==> config.mk <==
export PLATFORM = sky130hd
export DESIGN_NAME = serial_adder
export DESIGN_NICKNAME = d
export VERILOG_FILES = /design/src/rtl/serial_adder_pkg.sv /design/src/rtl/fa.sv /design/src/rtl/serial_adder.sv
export SDC_FILE = /design/constraint.sdc
export NUM_CORES = 1
export LEC_CHECK = 0
export CORE_MARGIN = 3
export CORE_UTILIZATION = 50
export DETAILED_ROUTE_END_ITERATION = 8
export PLACE_DENSITY = 0.82
export SETUP_SLACK_MARGIN = 0.1
export SLEW_MARGIN = 40
export SYNTH_ARGS = -nofsm -noshare
export SYNTH_HDL_FRONTEND = slang
export SYNTH_HIERARCHICAL = 1
export SYNTH_SLANG_ARGS = --single-unit
export TNS_END_PERCENT = 100
==> constraint.sdc <==
create_clock -name clk -period 1.6 [get_ports clk]
set_input_delay 0.16 -clock clk [delete_from_list [all_inputs] [get_ports clk]]
set_output_delay 0.16 -clock clk [all_outputs]
set_load 0.01 [all_outputs]
==> src/rtl/serial_adder_pkg.sv <==
// serial_adder_pkg: FSM state type and default operand width for serial_adder
package serial_adder_pkg;
  typedef enum logic [1:0] {
    IDLE  = 2'd0,
    SHIFT = 2'd1,
    DONE  = 2'd2
  } state_t;
  localparam int DEFAULT_WIDTH = 8;
endpackage

==> src/rtl/fa.sv <==
// fa: 1-bit full adder cell (a, b, cin -> sum, carry)
module fa (
  input  logic a,
  input  logic b,
  input  logic cin,
  output logic sum,
  output logic carry
);
  assign sum   = a ^ b ^ cin;
  assign carry = (a & b) | (cin & (a ^ b));
endmodule

==> src/rtl/serial_adder.sv <==
// serial_adder: LSB-first bit-serial adder on fa (clk, rst, start, a_in, b_in, cin_in -> busy, done, sum_out, cout; ovf when SERIAL_ADDER_OVF_EN)
module serial_adder
  import serial_adder_pkg::*;
#(
  parameter int WIDTH = DEFAULT_WIDTH
) (
  input  logic             clk,
  input  logic             rst,
  input  logic             start,
  input  logic [WIDTH-1:0] a_in,
  input  logic [WIDTH-1:0] b_in,
  input  logic             cin_in,
  output logic             busy,
  output logic             done,
  output logic [WIDTH-1:0] sum_out,
  output logic             cout
`ifdef SERIAL_ADDER_OVF_EN
  ,
  output logic             ovf
`endif
);
  localparam int CW = $clog2(WIDTH);
  state_t           state_q;
  logic [WIDTH-1:0] a_sr_q, b_sr_q, acc_d;
  logic [WIDTH-2:0] acc_q;
  logic [CW-1:0]    cnt_q;
  logic             c_q, s, co;
  fa u_fa (.a(a_sr_q[0]), .b(b_sr_q[0]), .cin(c_q), .sum(s), .carry(co));
  always_comb acc_d = {s, acc_q};
  always_ff @(posedge clk) begin
    if (rst) begin
      state_q <= IDLE;
      a_sr_q  <= '0;
      b_sr_q  <= '0;
      acc_q   <= '0;
      cnt_q   <= '0;
      c_q     <= 1'b0;
      busy    <= 1'b0;
      done    <= 1'b0;
      sum_out <= '0;
      cout    <= 1'b0;
`ifdef SERIAL_ADDER_OVF_EN
      ovf     <= 1'b0;
`endif
    end else begin
      done <= 1'b0;
      case (state_q)
        IDLE: if (start) begin
          a_sr_q  <= a_in;
          b_sr_q  <= b_in;
          c_q     <= cin_in;
          cnt_q   <= '0;
          busy    <= 1'b1;
          state_q <= SHIFT;
        end
        SHIFT: begin
          a_sr_q <= a_sr_q >> 1;
          b_sr_q <= b_sr_q >> 1;
          acc_q  <= acc_d[WIDTH-1:1];
          c_q    <= co;
          cnt_q  <= cnt_q + CW'(1);
          if (cnt_q == CW'(WIDTH - 1)) begin
            sum_out <= acc_d;
            cout    <= co;
`ifdef SERIAL_ADDER_OVF_EN
            ovf     <= c_q ^ co;
`endif
            busy    <= 1'b0;
            done    <= 1'b1;
            state_q <= DONE;
          end
        end
        default: state_q <= IDLE;
      endcase
    end
  end
endmodule

==> summary.txt, run 1 <==
status - finished clean
clock skew - 0.00587 ns
GRT overflow - 0
# IOs - 31
FMAX - 0.715 GHz
Num Clock Sinks - 40
DRT antenna net count - 0
initial antenna violation count - 0
Power Total - 1.93 mW
#FFs+latches synth - 40
biggest cell delay along the critical path - 0.55 ns
Critical Path RT - 1.44 ns
crit path capture type - output port
CP bufs+invs - 1
CP max FO - 2
Pleak - 0.771 nW
Final Critical Period - 1.40 ns
RSZ-0062 raised after global routing - false
drt pass-1 iters - 4
syn_nets - 196
final setup fails - 0
die area - 3920 um^2
Tightest Pin Transition - 0.363 ns
Final TNS setup - 0 ns
Avg Vias per Cell - 5.19
Ant. Diodes - 0
Final nets - 227
htree depth - 2
vias in the first global route - 1,259
GPL Wtd Cong - 0.710
Die Y - 62.6 um
Worst setup SP type - flop
Seq/Total Area, Yosys - 50.0%
Resize count post-CTS - 0
CTS Root Cell - clkbuf_4
hold crit path type - in -> reg
largest net degree at the start of global routing - 22
clk slew on worst S/H paths - 0.12 ns
Via Count - 1,282
syn avg cell area - 9.25 um^2
final worst setup slack - 0.202 ns
Rel. slew slack - 75.8%
crit path DAT - 1.24 ns
Core ar. - 2900 um^2
I/O Buffers - 30
Slew Limit Fails - 0
# rows - 19
Die W - 62.6 um
CTS tree - built
final wirelength - 3150 um
Max VDD drop - 805 uV
classification of the worst setup path - reg -> out
Detailed Place HPWL - 2220 um
Avg WL per Cell - 12.7 um
GRT Overall Usage - 17.2%
critical path's top delay family - buffers and inverters
Slowest cell on crit path - clkdlybuf4s50_1
DRC viols - 0
worst slack at placement - 0.127 ns
synthesized instance count - 173
total CTS buffers - 5
Final Hold Viols - 0
Initial Util - 55.2%
Fillers - 231
PwrDens - 963 nW/um^2
Bufs on Longest Clock Path - 2
MaxCap Viol Count - 0
Tcrit/Tclk final - 87.4%
Starting DRT DRC Count - 60
first-pass GRT wire length - 5440 um
CP cell instances - clkdlybuf4s50_1
latest clock arrival within the worst-skew pair - 0.34 ns
Area Growth Syn to Fin - 25.4%
design area - 2010 um^2
placed instance area - 1910 um^2
Mapped Area - 1600 um^2
Synth cell types - 22
Ys Warns - 6
share of layout cells above drive strength 1 - 8.29%
==> synthesized netlist by cell type <==
| cell type | number | share of area, % |
|---|---|---|
| nand3_1 | 9 | 2.8 |
| buf_2 | 5 | 1.6 |
| o21bai_1 | 1 | 0.47 |
| buf_12 | 1 | 1.3 |
| inv_1 | 1 | 0.23 |
| nor3_1 | 1 | 0.31 |
| a21oi_1 | 17 | 5.3 |
| nor3b_1 | 1 | 0.47 |
| a22oi_1 | 4 | 1.9 |
| nand2_1 | 23 | 5.4 |
| mux2i_1 | 17 | 11 |
| nor2_1 | 23 | 5.4 |
| and2b_2 | 1 | 0.55 |
| clkbuf_1 | 6 | 1.4 |
| nand2b_1 | 2 | 0.78 |
| dfxtp_1 | 40 | 50 |
| ha_1 | 2 | 1.6 |
| buf_6 | 1 | 0.70 |
| nand3b_1 | 1 | 0.47 |
| a211oi_1 | 15 | 7.0 |
| fa_1 | 1 | 1.3 |
| buf_4 | 1 | 0.47 |
==> placed cells by master (no fill, tap or decap), drive strengths merged <==
cell type,Yosys,layout
a211oi,15,15
a21oi,17,17
a22oi,4,4
and2b,1,1
buf,8,8
bufinv,0,1
clkbuf,6,5
clkdlybuf4s50,0,30
clkinv,0,1
clkinvlp,0,1
dfxtp,40,40
fa,1,1
ha,2,2
inv,1,1
mux2i,17,17
nand2,23,23
nand2b,2,2
nand3,9,9
nand3b,1,1
nor2,23,23
nor3,1,1
nor3b,1,1
o21bai,1,1
==> state kept, by name, summed over array words and instances (netlist names) <==
name and flops:
a_sr_q 8, b_sr_q 8, sum_out 8, acc_q 7
cnt_q 3, state_q 2, busy 1, c_q 1
cout 1, done 1
==> cells by family after synthesis <==
logic type	Yosys count	synth area share (%)
compound gates	37	14.7
fa+ha+maj	3	2.81
buf+inv	15	5.63
flops	40	50.0
mux	17	10.6
simple gates	61	16.2
==> power by group <==
group          switching, mW  internal [mW]  total [mW]
combinational          0.101          0.110       0.210
clock                  0.329          0.326       0.654
sequential            0.0279           1.04        1.07
==> layout make-up <==
type                            instances  area, um^2  area share [%]
Clock inverter                          3        42.5            2.12
Timing Repair Buffer                   38         360            18.0
Sequential cell                        40         801            39.9
Clock buffer                            5        37.5            1.87
Multi-Input combinational cell        118         709            35.3
Inverter                                1        3.75           0.187
Tap cell                               42        52.6            2.62
==> metal layers <==
| layer | track usage [%] | up-vias | part of all wire, % |
|---|---|---|---|
| met5 | 0 | - | 0 |
| met1 | 19.3 | 587 | 43 |
| met3 | 5.04 | 5 | 4.4 |
| li1 | - | 662 | - |
| met2 | 30.9 | 28 | 51 |
| met4 | 5.79 | 0 | 1.4 |
==> through the flow <==
step | hold WS [ns] | util [%] | std cells
2_1_floorplan | 0.308 | - | 173
3_3_place_gp | 0.444 | 65.9 | 237
3_5_place_dp | 0.448 | 65.9 | 237
5_1_grt | 0.458 | 69.2 | 247
4_1_cts | 0.445 | 68.7 | 245
6_report | 0.439 | 69.2 | 247
==> timing repair <==
action                     4_1_cts  5_1_grt
hold buffers                     0        0
buffers inserted                 0        2
setup endpoints to repair        0       10
==> worst paths after layout <==
path	cells after the start	slack, ns	start	to
max	1	0.20	cout$_SDFFE_PP0P_	cout
min	3	0.44	a_in[7]	a_sr_q[7]$_SDFFE_PP0P_
min reg2reg	2	0.46	sum_out[1]$_SDFFE_PP0P_	sum_out[1]$_SDFFE_PP0P_
max reg2reg	6	0.25	cnt_q[0]$_SDFFE_PP0P_	sum_out[5]$_SDFFE_PP0P_
==> worst reg2reg max path: cells and delay by family (launching register included) <==
family,cells,cell delay [ns]
compound gates,1,0.13
fa+ha+maj,2,0.39
buf+inv,1,0.19
flops,1,0.34
simple gates,2,0.24
Note: power is estimated with default switching activity, not from simulation.
==> inputs of run 2 (changes only) <==
--- a/config.mk
+++ b/config.mk
@@ -7,8 +7,10 @@
 export LEC_CHECK = 0
 export CORE_MARGIN = 3
 export CORE_UTILIZATION = 50
+export CTS_CLUSTER_SIZE = 24
 export DETAILED_ROUTE_END_ITERATION = 8
 export PLACE_DENSITY = 0.82
+export RECOVER_POWER = 25
 export SETUP_SLACK_MARGIN = 0.1
 export SLEW_MARGIN = 40
 export SYNTH_ARGS = -nofsm -noshare
==> summary.txt, run 2 (same netlist as run 1, synthesis figures left out) <==
status - finished clean (unchanged)
Rel. slew slack - 61.9% (was 75.8%)
largest net degree at the start of global routing - 22 (unchanged)
PwrDens - 964 nW/um^2 (was 963 nW/um^2)
CTS Root Cell - clkbuf_4 (unchanged)
Die W - 62.6 um (unchanged)
final setup fails - 0 (unchanged)
Max VDD drop - 804 uV (was 805 uV)
Final Hold Viols - 0 (unchanged)
final worst setup slack - 0.202 ns (about the same)
DRC viols - 0 (unchanged)
Starting DRT DRC Count - 60 (unchanged)
Largest regs - a_sr_q (8), b_sr_q (8), sum_out (8) (unchanged)
Initial Util - 55.2% (unchanged)
Die Y - 62.6 um (unchanged)
hold_ws - 0.439 ns (about the same)
Slew Limit Fails - 0 (unchanged)
Avg Vias per Cell - 5.17 (was 5.19)
Area Growth Syn to Fin - 25.3% (was 25.4%)
# IOs - 31 (unchanged)
share of layout cells above drive strength 1 - 7.80% (was 8.29%)
Tightest Pin Transition - 0.572 ns (was 0.363 ns)
Num Clock Sinks - 40 (unchanged)
# rows - 19 (unchanged)
CP cell instances - clkdlybuf4s50_1 (unchanged)
hold_sp - a_in[7] (unchanged)
Final Critical Period - 1.40 ns (about the same)
R2R Setup Slk - 0.22 ns (was 0.25 ns)
Via Count - 1,278 (was 1,282)
crit path capture type - output port (unchanged)
final wirelength - 3140 um (was 3150 um)
Resize count post-CTS - 0 (unchanged)
vias in the first global route - 1,259 (unchanged)
total CTS buffers - 5 (unchanged)
initial antenna violation count - 0 (unchanged)
hold crit path type - in -> reg (unchanged)
Worst Hold Path Cells - 3 (unchanged)
I/O Buffers - 30 (unchanged)
GRT overflow - 0 (unchanged)
Fillers - 232 (was 231)
classification of the worst setup path - reg -> out (unchanged)
clk slew on worst S/H paths - 0.12 ns (about the same)
clock skew - 0.00603 ns (was 0.00587 ns)
most frequent cells in the layout - 40 x dfxtp_1, 30 x clkdlybuf4s50_1, 23 x nand2_1, 23 x nor2_1 (unchanged)
GRT Overall Usage - 17.2% (unchanged)
die area - 3920 um^2 (unchanged)
first-pass GRT wire length - 5440 um (unchanged)
Critical Path RT - 1.44 ns (about the same)
worst slack at placement - 0.127 ns (unchanged)
biggest cell delay along the critical path - 0.55 ns (about the same)
FMAX - 0.715 GHz (about the same)
Ant. Diodes - 0 (unchanged)
Critical R2R Launch - state_q[0]$_SDFFE_PP0P_ (was cnt_q[0]$_SDFFE_PP0P_)
Worst R2R End - cnt_q[2]$_SDFFE_PP0P_ (was sum_out[5]$_SDFFE_PP0P_)
crit path DAT - 1.24 ns (about the same)
CTS tree - built (unchanged)
Final nets - 227 (unchanged)
CP max FO - 2 (unchanged)
CP bufs+invs - 1 (unchanged)
Worst setup SP type - flop (unchanged)
Pleak - 0.771 nW (about the same)
Final TNS setup - 0 ns (unchanged)
commonest non-fill, non-tap cell in the layout - dfxtp_1 (unchanged)
MaxCap Viol Count - 0 (unchanged)
htree depth - 2 (unchanged)
drt pass-1 iters - 4 (unchanged)
cells on worst reg2reg path - 3 (was 6)
Tcrit/Tclk final - 87.4% (about the same)
Detailed Place HPWL - 2220 um (unchanged)
critical path's top delay family - buffers and inverters (unchanged)
latest clock arrival within the worst-skew pair - 0.34 ns (about the same)
Bufs on Longest Clock Path - 2 (unchanged)
Slowest cell on crit path - clkdlybuf4s50_1 (unchanged)
RSZ-0062 raised after global routing - false (unchanged)
GPL Wtd Cong - 0.710 (unchanged)
Avg WL per Cell - 12.7 um (about the same)
DRT antenna net count - 0 (unchanged)
Core ar. - 2900 um^2 (unchanged)
hold endpoint - a_sr_q[7]$_SDFFE_PP0P_ (unchanged)
run 2: changes by cell type in the layout (fill, tap and decap cells not counted):
cell,previous run,this run
and2b_2,1,0
and2b_1,0,1
run 2: what timing repair did:
| item | CTS | global route |
|---|---|---|
| endpoints found under the setup margin | 0 | 10 |
| hold buffers | 0 | 0 |
| buffers inserted | 0 | 2 |
run 2: power breakdown:
group,switching (mW),internal [mW]
registers,0.0279,1.04
clock network,0.328,0.326
logic,0.101,0.109
run 2: final cells by class:
class                   instances  area (um^2)  share of cell area (%)
well taps                      42         52.6                    2.62
clock buffers                   5         37.5                    1.87
inverters                       1         3.75                   0.187
repair buffers                 38          360                    18.0
clock inverters                 3         42.5                    2.12
multi-input cells             118          708                    35.3
flip-flops and latches         40          801                    39.9
run 2: metrics by stage:
stage | cell area, um^2 | instances | util [%] | power [mW]
floorplan | 1600 | 173 | - | 1.23
global placement | 1910 | 237 | 65.9 | 1.29
detailed placement | 1910 | 237 | 65.9 | 1.30
CTS | 1990 | 245 | 68.7 | 1.95
global route | 2010 | 247 | 69.2 | 2.02
finish | 2010 | 247 | 69.2 | 1.93
run 2: layer usage:
layer	up-vias	GRT usage, %	routed length, um
met5	-	0	0
met4	0	5.79	45
met3	5	5.04	128
met2	27	30.9	1600
met1	584	19.3	1370
li1	662	-	-
run 2: worst reg2reg max path, delay by kind of cell, from the launching register on:
kind,cells,cell delay [ns]
AO/OA/AOI/OAI,1,0.20
flip-flops,1,0.46
AND/OR/NAND/NOR,2,0.66
run 2: worst max path at each step:
stage | startpoint | end | slack (ns) | cells past startpoint
finish | cout$_SDFFE_PP0P_ | cout | 0.20 | 1
global route | state_q[0]$_SDFFE_PP0P_ | cnt_q[2]$_SDFFE_PP0P_ | 0.11 | 3
CTS | cnt_q[0]$_SDFFE_PP0P_ | busy$_SDFFE_PP0P_ | 0.11 | 5
detailed placement | cnt_q[0]$_SDFFE_PP0P_ | busy$_SDFFE_PP0P_ | 0.13 | 5
global placement | start | a_sr_q[0]$_SDFFE_PP0P_ | 0.19 | 5
floorplan | cnt_q[0]$_SDFFE_PP0P_ | state_q[0]$_SDFFE_PP0P_ | 0.36 | 6
==> RTL edit 1 (flow settings as in run 2) <==
Encoding of `state_t`: now one-hot (3 bits for 3 states).
--- a/src/rtl/serial_adder_pkg.sv
+++ b/src/rtl/serial_adder_pkg.sv
@@ -2,6 +2,6 @@
 package serial_adder_pkg;
-  typedef enum logic [1:0] {
-    IDLE  = 2'd0,
-    SHIFT = 2'd1,
-    DONE  = 2'd2
+  typedef enum logic [2:0] {
+    IDLE  = 3'b001,
+    SHIFT = 3'b010,
+    DONE  = 3'b100
   } state_t;
Behaviour: no difference found for any inputs over 10 cycles, from zero or initial values and one cycle with rst high; not proved beyond that.
==> RTL edit 1 against run 2 <==
- wire length increased by 13%
- power grew 2.7%
- sequential cell count is 1 higher
- area after synthesis shrank 1.6%
- via count grew 11%
- worst setup slack worse by 0.090 ns
- critical path depth is 3 higher
- final area is 0.69% higher
- critical path type is now flop to flop
- largest power group unchanged
- highest routed layer unchanged
==> RTL edit 1: results (changes against run 2) <==
delay-heaviest family, CP=simple AND/OR/NAND/NOR gates (was buffers and inverters); placed cells=247 (was 237); worst r2r path cells=4 (was 3); Post-DP HPWL=2200 um (was 2220 um); vias=1,418 (was 1,278); initial DRC count=56 (was 60); Final Wtd Congestion=0.747 (was 0.710); reg2reg setup slack=0.11 ns (was 0.22 ns); Fill cells=243 (was 232); multi-input gate share of total cell area=34.6% (was 35.3%); M1 wire length=1490 um (was 1370 um); first-pass GRT wire length=5710 um (was 5440 um); switching fraction of total power=23.8% (was 23.7%); DR WL met2=1760 um (was 1600 um); layout cell share with drive strength beyond 1=9.86% (was 7.80%); Slowest-stage cell, CP=dfxtp_1 (was clkdlybuf4s50_1); Comb power frac=12.0% (was 10.9%); DRT Wirelength=3550 um (was 3140 um); top cells by count, synth=41 x dfxtp_1, 36 x nand2_1, 31 x nor3_1 (was 40 x dfxtp_1, 23 x nand2_1, 23 x nor2_1); Synth Net Count=206 (was 196); final hold slack=0.360 ns (was 0.439 ns); Pre-antenna DRT Iters=5 (was 4); fin nets=236 (was 227); Crit Path Category=flop to flop (was flop to primary output); aggregate global-route resource usage=18.2% (was 17.2%); status=finished, final reports clean (unchanged); Non-clk bufs=39 (was 38); multi-input logic cell count=126 (was 118); endpoint of the worst-slack reg-to-reg timing path=a_sr_q[4] (was cnt_q[2]); Non-Filler Instances=255 (was 247); Final Skew=0.00906 ns (was 0.00603 ns)
## RTL edit 1: changes by cell type after synthesis, sizes merged, moves of 4 or more
cell	run 2	this run
a211oi	15	0
a21oi	17	21
a22oi	4	0
mux2i	17	0
nand2	23	36
nand3	9	5
nor2	23	3
nor3	1	31
o22ai	0	15
## RTL edit 1: power by group through the flow
stage / Clock, mW / Sequential, mW / Combinational (mW)
floorplan: 0 / 1.12 / 0.144
global placement: 0 / 1.12 / 0.223
detailed placement: 0 / 1.12 / 0.234
CTS: 0.646 / 1.10 / 0.237
global route: 0.695 / 1.11 / 0.262
finish: 0.644 / 1.10 / 0.238
## RTL edit 1: kinds of logic (layout without fill, tap and decap cells)
kind of cell    count (synthesis)  in the layout  synth area share, %
simple gates                   84             84                 26.1
flops                          41             41                 52.1
compound gates                 39             39                 14.0
buf+inv                        16             46                 5.00
fa+ha+maj                       3              3                 2.86
==> RTL edit 2 (settings of run 2) <==
Without the edit above. Build with the macro `SERIAL_ADDER_OVF_EN` defined.
--- a/src/rtl/serial_adder.sv
+++ b/src/rtl/serial_adder.sv
@@ -1,2 +1,4 @@
 // serial_adder: LSB-first bit-serial adder on fa (clk, rst, start, a_in, b_in, cin_in -> busy, done, sum_out, cout; ovf when SERIAL_ADDER_OVF_EN)
+`define SERIAL_ADDER_OVF_EN
+
 module serial_adder
Check against the original RTL (old outputs only; new: ovf): equivalent (equiv_simple and equiv_induct, registers matched by name and starting in step).
==> RTL edit 2 against run 2 <==
- via count grew 9.6%
- worst setup slack better by 0.0060 ns
- clock power rose by 5.8%
- largest cell class unchanged
- wire length up 3.0%
- first-iteration DRC count down 23%
- highest routed layer unchanged
- sequential cell count is 1 higher
- critical endpoint is now sum_out[3]
- final area rose by 5.6%
- area after synthesis grew 5.8%
- power increased by 4.1%
==> RTL edit 2: results (changes against run 2) <==
Max VDD drop=852 uV (was 804 uV); YS warnings=6 (unchanged); Hold Path Class=primary input to flop (unchanged); sequential element share of the synthesized area=48.5% (was 50.0%); routed vias/inst=5.09 (was 5.17); fin nets=253 (was 227); final hold slack=0.374 ns (was 0.439 ns); worst relative slew slack=76.5% (was 61.9%); Crit Path Max Fanout=12 (was 2); top cells by count, synth=64 x nand2_1, 41 x dfxtp_1, 21 x a21oi_1 (was 40 x dfxtp_1, 23 x nand2_1, 23 x nor2_1); Post-DP HPWL=2230 um (was 2220 um); clock-pin slew on the worst setup and hold paths=0.11 ns; layout cell share with drive strength beyond 1=9.09% (was 7.80%); Final Wtd Congestion=0.755 (was 0.710); Pre-antenna DRT Iters=4 (unchanged); XOR/XNOR Fraction of Synth Area=0.517% (was 0%); Yosys cell types=26 (was 22); mux contribution to synthesized area=0.591% (was 10.6%); Post-CTS Setup Inserts=0 (unchanged); Compound-Gate Fraction of Synth Area=17.1% (was 14.7%); P_leak=0.773 nW (was 0.771 nW); DP Worst Slack=-0.123 ns (was 0.127 ns); Post-Synth Adder-Cell Area=2.66% (was 2.81%); vias in the first global route=1,268 (was 1,259); Worst EP arrival=1.67 ns (was 1.24 ns); Bufs on Longest Clock Path=2 (unchanged); top cells by area, synth=dfxtp_1 48%, nand2_1 14%, a21oi_1 6.2% (was dfxtp_1 50%, mux2i_1 11%, a211oi_1 7.0%); Max Freq=0.718 GHz (was 0.715 GHz); fraction of registers with async set/reset=0% (unchanged); Final Skew=0.00974 ns (was 0.00603 ns); hold path cells=3 (unchanged); # diodes=0 (unchanged); I/O Buffers=31 (was 30); Synth Net Count=225 (was 196); initial DRC count=46 (was 60); aggregate global-route resource usage=17.3% (was 17.2%); initial antenna violation count=0 (unchanged); worst skew pair latency=0.35 ns; first-pass GRT wire length=5580 um (was 5440 um); H-tree Lvls=2 (unchanged); CTS Buf Count=5 (unchanged); worst r2r path cells=6 (was 3); status=finished, final reports clean (unchanged); largest net degree at the start of global routing=42 (was 22); DRT Wirelength=3240 um (was 3140 um)
RTL edit 2: changes by cell type after synthesis, moves of 3 or more:
cell      before  now
a311oi_1       0   10
a211oi_1      15    1
nand2_1       23   64
a21oi_1       17   21
a22oi_1        4    0
nand3_1        9    4
mux2i_1       17    1
nor2_1        23   20
a311oi_2       0    5
RTL edit 2: worst max-delay path: stages (launching register included):
cell	delay (ns)
dfxtp_1	0.34
ha_1	0.20
ha_1	0.20
nand3b_1	0.09
clkbuf_2	0.27
nand2_1	0.09
a21oi_1	0.14
RTL edit 2: cells by family (layout without fill, tap and decap cells):
family / count (synthesis) / in the layout
buffers and inverters: 19 / 48
flip-flops: 41 / 41
XOR/XNOR: 1 / 1
AND/OR/NAND/NOR: 98 / 98
multiplexers: 1 / 1
adder cells (fa/ha/maj): 3 / 3
AO/OA/AOI/OAI: 39 / 39
RTL edit 2: per-layer routing:
metal	up-vias	global-route usage (%)	routed length, um
met3	7	4.57	130
met5	-	0	0
met4	0	7.12	50
met2	23	27.0	1490
met1	639	22.6	1570
li1	732	-	-
RTL edit 2: final timing paths:
kind | start | to
hold / removal | a_in[1] | a_sr_q[1]
setup / recovery | cnt_q[0] | sum_out[3]
hold reg to reg | acc_q[0] | sum_out[0]
setup reg to reg | cnt_q[0] | sum_out[3]
RTL edit 2: area by class of cell:
cell class	instances	area, sq um
repair buffers	39	393
clock inverters	1	30.0
clock buffers	7	55.1
multi-input cells	142	759
well taps	44	55.1
fillers	284	1040
flip-flops and latches	41	821
inverters	1	3.75
RTL edit 2: repair_timing:
action,4_1_cts,5_1_grt
endpoints found under the hold margin,0,0
endpoints found under the setup margin,3,0
gates resized for setup,1,0
RTL edit 2: through the flow:
| step | util (%) | total power, mW | cell area [sq um] | cells |
|---|---|---|---|---|
| finish | 67.1 | 2.01 | 2120 | 275 |
| floorplan | - | 1.26 | 1690 | 202 |
| detailed placement | 64.5 | 1.34 | 2030 | 267 |
| CTS | 67.2 | 2.02 | 2120 | 275 |
| global route | 67.1 | 2.11 | 2120 | 275 |
| global placement | 64.5 | 1.34 | 2030 | 267 |
RTL edit 2: report_power, final:
| group | internal (mW) | switching [mW] |
|---|---|---|
| Combinational | 0.117 | 0.111 |
| Sequential | 1.06 | 0.0294 |
| Clock | 0.373 | 0.318 |
